$ cat config.mk
export PLATFORM = sky130hd
export DESIGN_NAME = stage_mem_flat
export DESIGN_NICKNAME = d
export VERILOG_FILES = /design/src/rtl/stage_mem_pkg.sv /design/src/rtl/stage_mem_if.sv /design/src/rtl/mem_format.sv /design/src/rtl/stage_mem.sv /design/src/flat_wrapper.sv
export SDC_FILE = /design/constraint.sdc
export NUM_CORES = 1
export LEC_CHECK = 0
export ABC_AREA = 1
export BUFFER_PORTS_ARGS = -buffer_cell sky130_fd_sc_hd__buf_2
export CAP_MARGIN = 0
export CORE_ASPECT_RATIO = 1.5
export CORE_MARGIN = 2
export CORE_UTILIZATION = 46
export CTS_CLUSTER_DIAMETER = 30
export CTS_CLUSTER_SIZE = 20
export DETAILED_ROUTE_END_ITERATION = 10
export GPL_TIMING_DRIVEN = 0
export PLACE_DENSITY = 0.86
export SYNTH_ARGS = -nofsm -noshare
export SYNTH_HDL_FRONTEND = slang
export SYNTH_SLANG_ARGS = --single-unit
$ cat constraint.sdc
create_clock -name clk -period 3.1 [get_ports clk]
set_clock_uncertainty 0.05 [all_clocks]
set_input_delay 0.155 -clock clk [delete_from_list [all_inputs] [get_ports clk]]
set_output_delay 0.155 -clock clk [all_outputs]
set_load 0.1 [all_outputs]
$ cat src/rtl/stage_mem_pkg.sv
// Shared lc3b types for the memory stage: word, control word fields and FSM states.
// The optional LDI/STI double access is enabled by the STAGE_MEM_INDIRECT_EN macro.
package stage_mem_pkg;

  typedef logic [15:0] lc3b_word;

  typedef struct packed {
    logic mem_read;
    logic mem_write;
    logic mem_byte;
    logic mem_indirect;
  } lc3b_control_word;

  typedef enum logic [1:0] {
    IDLE    = 2'd0,
    ACCESS1 = 2'd1,
    ACCESS2 = 2'd2,
    DONE    = 2'd3
  } lc3b_mem_state;

endpackage

$ cat src/rtl/stage_mem_if.sv
// Data-memory request/response bus between the memory stage (master) and data memory (slave).
// Handshake: a strobe (dmem_read or dmem_write) is held with stable address/wdata/byte_enable until a one-cycle dmem_resp.
interface stage_mem_if;
  import stage_mem_pkg::*;

  lc3b_word   dmem_address;
  logic       dmem_read;
  logic       dmem_write;
  logic [1:0] dmem_byte_enable;
  lc3b_word   dmem_wdata;
  lc3b_word   dmem_rdata;
  logic       dmem_resp;

  modport master (
    output dmem_address, dmem_read, dmem_write, dmem_byte_enable, dmem_wdata,
    input  dmem_rdata, dmem_resp
  );

  modport slave (
    input  dmem_address, dmem_read, dmem_write, dmem_byte_enable, dmem_wdata,
    output dmem_rdata, dmem_resp
  );
endinterface

$ cat src/rtl/mem_format.sv
// Combinational lane formatting: store byte-enable and byte replication, LDB sign extension.
module mem_format
  import stage_mem_pkg::*;
(
  input  logic       byte_op_i,
  input  logic       addr_lsb_i,
  input  lc3b_word   wdata_src_i,
  input  lc3b_word   rdata_i,
  output logic [1:0] byte_enable_o,
  output lc3b_word   wdata_o,
  output lc3b_word   rdata_fmt_o
);
  logic [7:0] rd_byte;

  always_comb begin
    byte_enable_o = 2'b11;
    wdata_o       = wdata_src_i;
    rdata_fmt_o   = rdata_i;
    rd_byte       = addr_lsb_i ? rdata_i[15:8] : rdata_i[7:0];
    if (byte_op_i) begin
      byte_enable_o = addr_lsb_i ? 2'b10 : 2'b01;
      wdata_o       = {wdata_src_i[7:0], wdata_src_i[7:0]};
      rdata_fmt_o   = {{8{rd_byte[7]}}, rd_byte};
    end
  end
endmodule

$ cat src/rtl/stage_mem.sv
// lc3b memory stage: runs LDR/STR, LDB/STB (and LDI/STI when STAGE_MEM_INDIRECT_EN is defined)
// against data memory, stalling the pipeline until the access completes.
module stage_mem
  import stage_mem_pkg::*;
(
  input  logic             clk,
  input  logic             reset,
  input  logic             valid_in,
  input  lc3b_control_word control_in,
  input  lc3b_word         alu_in,
  input  lc3b_word         sr2_in,
  input  logic             stall_in,
  stage_mem_if.master      dmem,
  output lc3b_word         mem_data_out,
  output logic             stall_out,
  output lc3b_mem_state    state_dbg_o
);
  lc3b_mem_state state_q, state_d;
  lc3b_word      data_q, data_d;
`ifdef STAGE_MEM_INDIRECT_EN
  logic [15:1]   ptr_q, ptr_d;
`endif

  logic       is_mem, is_store, ind, byte_op;
  logic [1:0] fmt_be;
  lc3b_word   fmt_wdata, fmt_rdata;
  logic       rd_c, wr_c, stall_c;
  logic [1:0] be_c;
  lc3b_word   addr_c, wdata_c, out_c;

  assign is_mem   = valid_in & (control_in.mem_read | control_in.mem_write);
  assign is_store = control_in.mem_write;
  // Indirect ops always start with a word pointer fetch, so they never take the byte path.
  assign byte_op  = control_in.mem_byte & ~control_in.mem_indirect;
`ifdef STAGE_MEM_INDIRECT_EN
  assign ind = control_in.mem_indirect;
`else
  assign ind = 1'b0;
`endif

  mem_format u_fmt (
    .byte_op_i    (byte_op),
    .addr_lsb_i   (alu_in[0]),
    .wdata_src_i  (sr2_in),
    .rdata_i      (dmem.dmem_rdata),
    .byte_enable_o(fmt_be),
    .wdata_o      (fmt_wdata),
    .rdata_fmt_o  (fmt_rdata)
  );

  always_comb begin
    state_d = state_q;
    data_d  = data_q;
`ifdef STAGE_MEM_INDIRECT_EN
    ptr_d   = ptr_q;
`endif
    rd_c    = 1'b0;
    wr_c    = 1'b0;
    stall_c = 1'b0;
    addr_c  = byte_op ? alu_in : {alu_in[15:1], 1'b0};
    be_c    = fmt_be;
    wdata_c = fmt_wdata;
    out_c   = fmt_rdata;
    case (state_q)
      IDLE, ACCESS1: begin
        if (is_mem) begin
          rd_c = ind | ~is_store;
          wr_c = ~ind & is_store;
          if (dmem.dmem_resp) begin
`ifdef STAGE_MEM_INDIRECT_EN
            // The pointer fetch completing is not the end of the instruction: keep upstream held.
            if (ind) begin
              ptr_d   = dmem.dmem_rdata[15:1];
              state_d = ACCESS2;
              stall_c = 1'b1;
            end else
`endif
            if (stall_in) begin
              data_d  = fmt_rdata;
              state_d = DONE;
            end else begin
              state_d = IDLE;
            end
          end else begin
            stall_c = 1'b1;
            state_d = ACCESS1;
          end
        end else begin
          state_d = IDLE;
        end
      end
`ifdef STAGE_MEM_INDIRECT_EN
      ACCESS2: begin
        rd_c    = ~is_store;
        wr_c    = is_store;
        addr_c  = {ptr_q, 1'b0};
        be_c    = 2'b11;
        wdata_c = sr2_in;
        if (dmem.dmem_resp) begin
          if (stall_in) begin
            data_d  = fmt_rdata;
            state_d = DONE;
          end else begin
            state_d = IDLE;
          end
        end else begin
          stall_c = 1'b1;
        end
      end
`endif
      DONE: begin
        out_c = data_q;
        if (!stall_in) state_d = IDLE;
      end
      default: state_d = IDLE;
    endcase
    // Reset abandons any request immediately, without waiting for the clock.
    if (reset) begin
      rd_c    = 1'b0;
      wr_c    = 1'b0;
      stall_c = 1'b0;
      out_c   = '0;
    end
  end

  always_ff @(posedge clk or posedge reset) begin
    if (reset) begin
      state_q <= IDLE;
      data_q  <= '0;
`ifdef STAGE_MEM_INDIRECT_EN
      ptr_q   <= '0;
`endif
    end else begin
      state_q <= state_d;
      data_q  <= data_d;
`ifdef STAGE_MEM_INDIRECT_EN
      ptr_q   <= ptr_d;
`endif
    end
  end

  assign dmem.dmem_address     = addr_c;
  assign dmem.dmem_read        = rd_c;
  assign dmem.dmem_write       = wr_c;
  assign dmem.dmem_byte_enable = be_c;
  assign dmem.dmem_wdata       = wdata_c;
  assign mem_data_out          = out_c;
  assign stall_out             = stall_c;
  assign state_dbg_o           = state_q;
endmodule
$ cat src/flat_wrapper.sv
// flat-port wrapper written by rule: the top's interface ports become plain ports
module stage_mem_flat import stage_mem_pkg::*;
  (clk, reset, valid_in, control_in, alu_in, sr2_in, stall_in, mem_data_out, stall_out, state_dbg_o, dmem_dmem_address, dmem_dmem_read, dmem_dmem_write, dmem_dmem_byte_enable, dmem_dmem_wdata, dmem_dmem_rdata, dmem_dmem_resp);
  stage_mem_if dmem_i ();
  input  logic clk;
  input  logic reset;
  input  logic valid_in;
  input  lc3b_control_word control_in;
  input  lc3b_word alu_in;
  input  lc3b_word sr2_in;
  input  logic stall_in;
  output lc3b_word mem_data_out;
  output logic stall_out;
  output lc3b_mem_state state_dbg_o;
  output wire logic [$bits(dmem_i.dmem_address)-1:0] dmem_dmem_address;
  output wire logic [$bits(dmem_i.dmem_read)-1:0] dmem_dmem_read;
  output wire logic [$bits(dmem_i.dmem_write)-1:0] dmem_dmem_write;
  output wire logic [$bits(dmem_i.dmem_byte_enable)-1:0] dmem_dmem_byte_enable;
  output wire logic [$bits(dmem_i.dmem_wdata)-1:0] dmem_dmem_wdata;
  input wire logic [$bits(dmem_i.dmem_rdata)-1:0] dmem_dmem_rdata;
  input wire logic [$bits(dmem_i.dmem_resp)-1:0] dmem_dmem_resp;
  assign dmem_dmem_address = dmem_i.dmem_address;
  assign dmem_dmem_read = dmem_i.dmem_read;
  assign dmem_dmem_write = dmem_i.dmem_write;
  assign dmem_dmem_byte_enable = dmem_i.dmem_byte_enable;
  assign dmem_dmem_wdata = dmem_i.dmem_wdata;
  assign dmem_i.dmem_rdata = dmem_dmem_rdata;
  assign dmem_i.dmem_resp = dmem_dmem_resp;
  stage_mem u_core (.clk(clk), .reset(reset), .valid_in(valid_in), .control_in(control_in), .alu_in(alu_in), .sr2_in(sr2_in), .stall_in(stall_in), .dmem(dmem_i), .mem_data_out(mem_data_out), .stall_out(stall_out), .state_dbg_o(state_dbg_o));
endmodule
==> reports/summary.txt, run 1 <==
Status: complete, no violations
WL final: 4.67 mm
Die W: 54.1 um
CP startpoint kind: register
Fin Setup TNS: 0 ns
Post-CTS Hold Buffers: 0
Critical path cell sequence: nand2_1, buf_2, nor2_1, nor2_1, nand2_1, inv_1, buf_2
Setup violations, final: 0
Data required, critical path: 2.89 ns
Synth unique cells: 22
Synth warn: 0
Leak pwr: 1.57 nW
CTS max path bufs: 2
Routability cong.: 0.869
Placed Cells incl. Taps: 408
VDD IR-drop max: 0.334 mV
# nets final: 427
Vias in the first global route: 1746
Wire per inst: 11.3 um
Gr busiest metal: met2
# resized after CTS: 0
Grt met3 use: 0.0301
Syn nets: 329
Worst slew margin: 0.507
FILL cells: 364
Initial antenna violation count: 0
CP max stage cell: buf_2
Crit Path Max Fanout: 10
HPWL Detailed: 3.81 mm
Max_cap viols: 0
GRT overflow: 0
Clock Pin Slew Worst Setup and Hold Paths: 0.07 ns
Syn avg cell area: 6.36 sq um
CP arrival: 1.76 ns
Site Rows: 27
Total core area: 0.00365 sq mm
Antenna cell count: 0
Setup Buffers After CTS: 0
Mapped Area: 0.00173 sq mm
Max Transition Viols Final: 0
Initial DRC Count: 59
CTS buffer count: 3
Worst Hold Class: primary input to asynchronous set/reset pin
IO buf count: 93
Seq/Total Area, Yosys: 0.260
Crit-path max cell delay: 0.41 ns
Routed via count: 1985
Tcrit/Tclk final: 0.634
Slew of the pin with the lowest slew margin: 0.739 ns
Post-route ant nets: 0
Met2 usage: 0.424
Endpoint type of the worst setup path: output port
Critical path depth: 7
First-pass GRT wire length: 7.05 mm
Seq cells post-synth: 18
Critical path type: register to output port
Power per cell area: 475 mW/mm^2
Die area: 0.00428 sq mm
H-tree depth: 1
Pre-Repair DR Iteration Count: 5
Via density: 4.82
Clk Latency, worst-skew pair: 0.25 ns
Initial core utilization: 0.474
Met1 Usage GRT: 0.214
Register-to-Register Path Depth: 7
CTS Root Cell: clkbuf_8
WP buf/inv: 3
Largest delay share family, worst path: buffers and inverters
Area Overhead vs Synth: 33.8%
Finished Layout Cells: 412
Final hold viol count: 0
RSZ-0062 raised after global routing: false
Ports: 112
CTS sink cnt: 18
Gate count of the mapped netlist: 272
Ratio of cells with drive above 1 in the final layout: 0.412
FMAX: 509 MHz
Min cycle time layout: 1.97 ns
Total track usage: 0.218
Largest net degree at the start of global routing: 20
Die Y: 79.1 um
CTS tree: built
DRC viols: 0
==> cells in the mapped netlist, drive strengths merged <==
master | number | area share
clkinv | 1 | 0.0094
nor2 | 28 | 0.065
nand3 | 19 | 0.081
clkbuf | 2 | 0.016
nand2 | 126 | 0.30
o21ai | 5 | 0.014
a21oi | 3 | 0.0087
inv | 28 | 0.062
nor3 | 2 | 0.0058
nand4 | 7 | 0.025
dfrtp | 18 | 0.26
buf | 33 | 0.15
==> worst register-to-register path, stage by stage (launching register included) <==
cell	delay (ns)
dfrtp_1	0.40
inv_1	0.09
nand3_1	0.11
nor2_4	0.13
inv_1	0.10
buf_4	0.19
nand2_1	0.07
nand2_1	0.06
==> stage by stage <==
| stage | area, sq um | power (mW) | hold WS [ns] | setup slack (ns) | util |
|---|---|---|---|---|---|
| 2_1_floorplan | 1740 | 0.810 | 0.206 | 0.552 | - |
| 3_3_place_gp | 2260 | 0.904 | 0.329 | 1.14 | 0.619 |
| 3_5_place_dp | 2260 | 0.914 | 0.343 | 1.11 | 0.619 |
| 4_1_cts | 2310 | 1.11 | 0.0719 | 1.11 | 0.634 |
| 5_1_grt | 2310 | 1.15 | 0.120 | 0.964 | 0.634 |
| 6_report | 2310 | 1.10 | 0.0464 | 1.13 | 0.634 |
==> worst paths after layout <==
check,startpoint,end,slack [ns]
setup / recovery,u_core.state_dbg_o[1]$_DFFE_PP0P_,mem_data_out[0],1.13
hold / removal,reset,u_core.data_q[0]$_DFFE_PP0P_,0.05
setup reg to reg,u_core.state_dbg_o[1]$_DFFE_PP0P_,u_core.data_q[12]$_DFFE_PP0P_,1.80
hold reg to reg,u_core.data_q[9]$_DFFE_PP0P_,u_core.data_q[9]$_DFFE_PP0P_,0.43
max in group asynchronous,reset,u_core.data_q[7]$_DFFE_PP0P_,2.49
min in group clk,stall_in,u_core.state_dbg_o[0]$_DFFE_PP0P_,0.15
==> where the power goes <==
part / leakage [nW] / switching (mW) / internal, mW / total [mW]
Sequential: 0.227 / 0.0231 / 0.283 / 0.306
Combinational: 1.31 / 0.473 / 0.130 / 0.603
Clock: 0.0288 / 0.0779 / 0.113 / 0.191
Total: 1.57 / 0.574 / 0.526 / 1.10
==> cells by family (layout without fill, tap and decap cells) <==
| kind of cell | Yosys count | after routing | share of synthesized area |
|---|---|---|---|
| compound gates | 8 | 8 | 0.0231 |
| buf+inv | 64 | 161 | 0.241 |
| flops | 18 | 18 | 0.260 |
| simple gates | 182 | 182 | 0.475 |
==> sequential cells by signal, summed over array words and instances (netlist names) <==
signal	flops
u_core.data_q	16
u_core.state_dbg_o	2
==> cells in the final DEF, fill, tap and decap left out <==
cell type	count
a21oi_1	3
buf_12	1
buf_2	97
buf_4	24
buf_6	4
clkbuf_8	6
clkinv_8	1
dfrtp_1	18
inv_1	25
inv_2	2
inv_4	1
nand2_1	122
nand2_2	1
nand2_4	1
nand2_8	2
nand3_1	10
nand3_2	9
nand4_1	7
nor2_1	27
nor2_4	1
nor3_2	2
o21ai_0	5
==> per-layer routing <==
metal | share of wire | vias up
li1 | - | 990
met1 | 0.35 | 866
met2 | 0.52 | 116
met3 | 0.10 | 13
met4 | 0.032 | 0
met5 | 0 | -
==> area by class of cell <==
type / count / area [sq um] / share of cell area
Tap cell: 43 / 53.8 / 0.0233
Buffer: 35 / 293 / 0.127
Sequential cell: 18 / 450 / 0.195
Clock buffer: 4 / 55.1 / 0.0238
Timing Repair Buffer: 93 / 465 / 0.201
Multi-Input combinational cell: 190 / 872 / 0.377
Inverter: 29 / 124 / 0.0535
No activity file was read; power rests on OpenSTA's default activity.
==> run 2: changes to the inputs <==
--- a/config.mk
+++ b/config.mk
@@ -5,17 +5,17 @@
 export SDC_FILE = /design/constraint.sdc
 export NUM_CORES = 1
 export LEC_CHECK = 0
-export ABC_AREA = 1
+export ABC_AREA = 0
 export BUFFER_PORTS_ARGS = -buffer_cell sky130_fd_sc_hd__buf_2
 export CAP_MARGIN = 0
 export CORE_ASPECT_RATIO = 1.5
 export CORE_MARGIN = 2
-export CORE_UTILIZATION = 46
+export CORE_UTILIZATION = 36
 export CTS_CLUSTER_DIAMETER = 30
 export CTS_CLUSTER_SIZE = 20
 export DETAILED_ROUTE_END_ITERATION = 10
 export GPL_TIMING_DRIVEN = 0
-export PLACE_DENSITY = 0.86
+export PLACE_DENSITY = 0.77
 export SYNTH_ARGS = -nofsm -noshare
 export SYNTH_HDL_FRONTEND = slang
 export SYNTH_SLANG_ARGS = --single-unit
==> constraint.sdc (replaced) <==
create_clock -name clk -period 1.8 [get_ports clk]
set_clock_uncertainty 0.05 [all_clocks]
set_input_delay 0.09 -clock clk [delete_from_list [all_inputs] [get_ports clk]]
set_output_delay 0.09 -clock clk [all_outputs]
set_load 0.1 [all_outputs]
==> reports/summary.txt, run 2 <==
# nets final: 315
Site Rows: 28
Ratio of cells with drive above 1 in the final layout: 0.615
Most frequent cells in the layout: buf_2 (79), mux2i_1 (32), buf_4 (27)
Xor/xnor cell area share of the yosys netlist: 0
Util after Layout: 0.626
Logic pwr share: 0.546
Post-route cell area: 0.00246 sq mm
Antenna cell count: 0
CP arrival: 1.60 ns
Synth unique cells: 24
IO buf count: 96
WL final: 4.02 mm
Top cell type by total area after synthesis: dfrtp_1
Total core area: 0.00392 sq mm
Total track usage: 0.177
Seq/Total Area, Yosys: 0.310
Routed via count: 1473
Cell Area, Placed: 0.00223 sq mm
Post-synthesis compound-gate area fraction: 0.121
CTS sink cnt: 18
EDFF count, synth: 0
Critical path type: register to output port
Min cycle time layout: 1.74 ns
Setup violations, final: 0
Initial core utilization: 0.371
Post-synthesis adder-cell area fraction: 0
Most common cell after layout, fill and taps aside: buf_2
Leak pwr: 1.23 nW
Pre-Repair DR Iteration Count: 4
Slew of the pin with the lowest slew margin: 0.548 ns
Async set or reset register ratio after synthesis: 1.00
Synth top area share: 0.310
Gate count of the mapped netlist: 157
Clock power frac: 0.172
Setup Buffers After CTS: 0
CTS tree: built
Clock Pin Slew Worst Setup and Hold Paths: 0.07 ns
Wire per inst: 13.3 um
Main flop type after synthesis: dfrtp_1
Max Transition Viols Final: 0
Largest family of logic cells by synthesized area: multiplexers
VDD IR-drop max: 0.522 mV
Max_cap viols: 0
First-pass GRT wire length: 6.42 mm
Area Overhead vs Synth: 69.0%
CP startpoint kind: register
Syn avg cell area: 9.26 sq um
P_sw: 0.962 mW
Vias in the first global route: 1450
FMAX: 576 MHz
Routability cong.: 0.780
Sw frac: 0.493
Clk Latency, worst-skew pair: 0.25 ns
Worst Hold Class: primary input to asynchronous set/reset pin
# resized after CTS: 39
Most flops, register: u_core.data_q
Endpoint type of the worst setup path: output port
PnR worst setup slack: 0.0633 ns
GRT overflow: 0
Seq cells post-synth: 18
Simple-Gate Fraction of Synth Area: 0.0637
Post-CTS Hold Buffers: 0
Largest net degree at the start of global routing: 28
Top post-synthesis cells by area: dfrtp_1 (31%), mux2i_1 (22%), buf_4 (12%)
Initial DRC Count: 11
Synth warn: 0
CTS max path bufs: 2
Top cells by count, synth: mux2i_1 (32), buf_4 (24), dfrtp_1 (18), inv_1 (18), a21oi_1 (16)
Status: complete, no violations
H-tree depth: 1
Multiplexer share of the synthesized area: 0.290
Die area: 0.00457 sq mm
Max reg flops: 16
Die W: 55.9 um
Final hold viol count: 0
Via density: 4.88
Worst slew margin: 0.634
CTS Root Cell: clkbuf_8
Crit Path Max Fanout: 10
CTS buffer count: 3
HPWL Detailed: 3.15 mm
Mapped Area: 0.00145 sq mm
Post-route ant nets: 0
Power per cell area: 793 mW/mm^2
Fin Setup TNS: 0 ns
Tcrit/Tclk final: 0.965
Ports: 112
Sequential Power Share: 0.282
Data required, critical path: 1.66 ns
Cell Int Power: 0.988 mW
Syn nets: 214
Die Y: 81.8 um
DRC viols: 0
Count leader, synth: mux2i_1
Pre-CTS setup slack: -0.192 ns
Initial antenna violation count: 0
==> run 2: final timing paths <==
check                                                  start                           endpoint  slack (ns)  cells past startpoint
max                        u_core.state_dbg_o[1]$_DFFE_PP0P_                    mem_data_out[0]        0.06                      4
min                                                    reset       u_core.data_q[1]$_DFFE_PP0P_        0.07                      3
max reg2reg                u_core.state_dbg_o[1]$_DFFE_PP0P_       u_core.data_q[4]$_DFFE_PP0P_        0.18                      3
min reg2reg                    u_core.data_q[10]$_DFFE_PP0P_      u_core.data_q[10]$_DFFE_PP0P_        0.47                      2
max in group asynchronous                              reset  u_core.state_dbg_o[0]$_DFFE_PP0P_        1.36                      3
min in group clk                                    stall_in  u_core.state_dbg_o[0]$_DFFE_PP0P_        0.08                      3
==> run 2: critical path: stages, from the launching register on <==
cell	delay, ns
dfrtp_4	0.49
nand2_4	0.09
clkbuf_4	0.28
a21oi_4	0.18
buf_4	0.30
==> run 2: cell type report <==
type / instances / area (sq um)
clock buffers: 4 / 55.1
inverters: 18 / 67.6
multi-input cells: 90 / 911
well taps: 45 / 56.3
plain buffers: 31 / 274
repair buffers: 96 / 636
fillers: 347 / 1470
flip-flops and latches: 18 / 458
==> run 2: power by group through the flow <==
stage	sequential, mW	combinational, mW	clock [mW]
2_1_floorplan	0.567	0.829	0
3_3_place_gp	0.552	0.999	0
3_5_place_dp	0.555	1.01	0
4_1_cts	0.548	1.06	0.340
5_1_grt	0.566	1.12	0.365
6_report	0.550	1.06	0.334
==> run 2: cell families (layout without fill, tap and decap cells) <==
kind of cell,count (synthesis),count (layout)
buffers and inverters,49,149
multiplexers,41,41
AO/OA/AOI/OAI,34,34
flip-flops,18,18
AND/OR/NAND/NOR,15,15
==> run 2: through the flow <==
stage | instances | hold slack [ns] | total power [mW]
6_report | 302 | 0.0725 | 1.95
5_1_grt | 302 | 0.102 | 2.05
4_1_cts | 302 | 0.0795 | 1.95
3_5_place_dp | 298 | 0.345 | 1.57
3_3_place_gp | 298 | 0.331 | 1.55
2_1_floorplan | 157 | 0.126 | 1.40
==> run 2: layer usage <==
layer  vias to the layer above  track usage  wire length, um
met5                         -            0                0
li1                        716            -                -
met3                         6       0.0315              352
met1                       672        0.191             1520
met4                         0       0.0762               72
met2                        79        0.338             2080
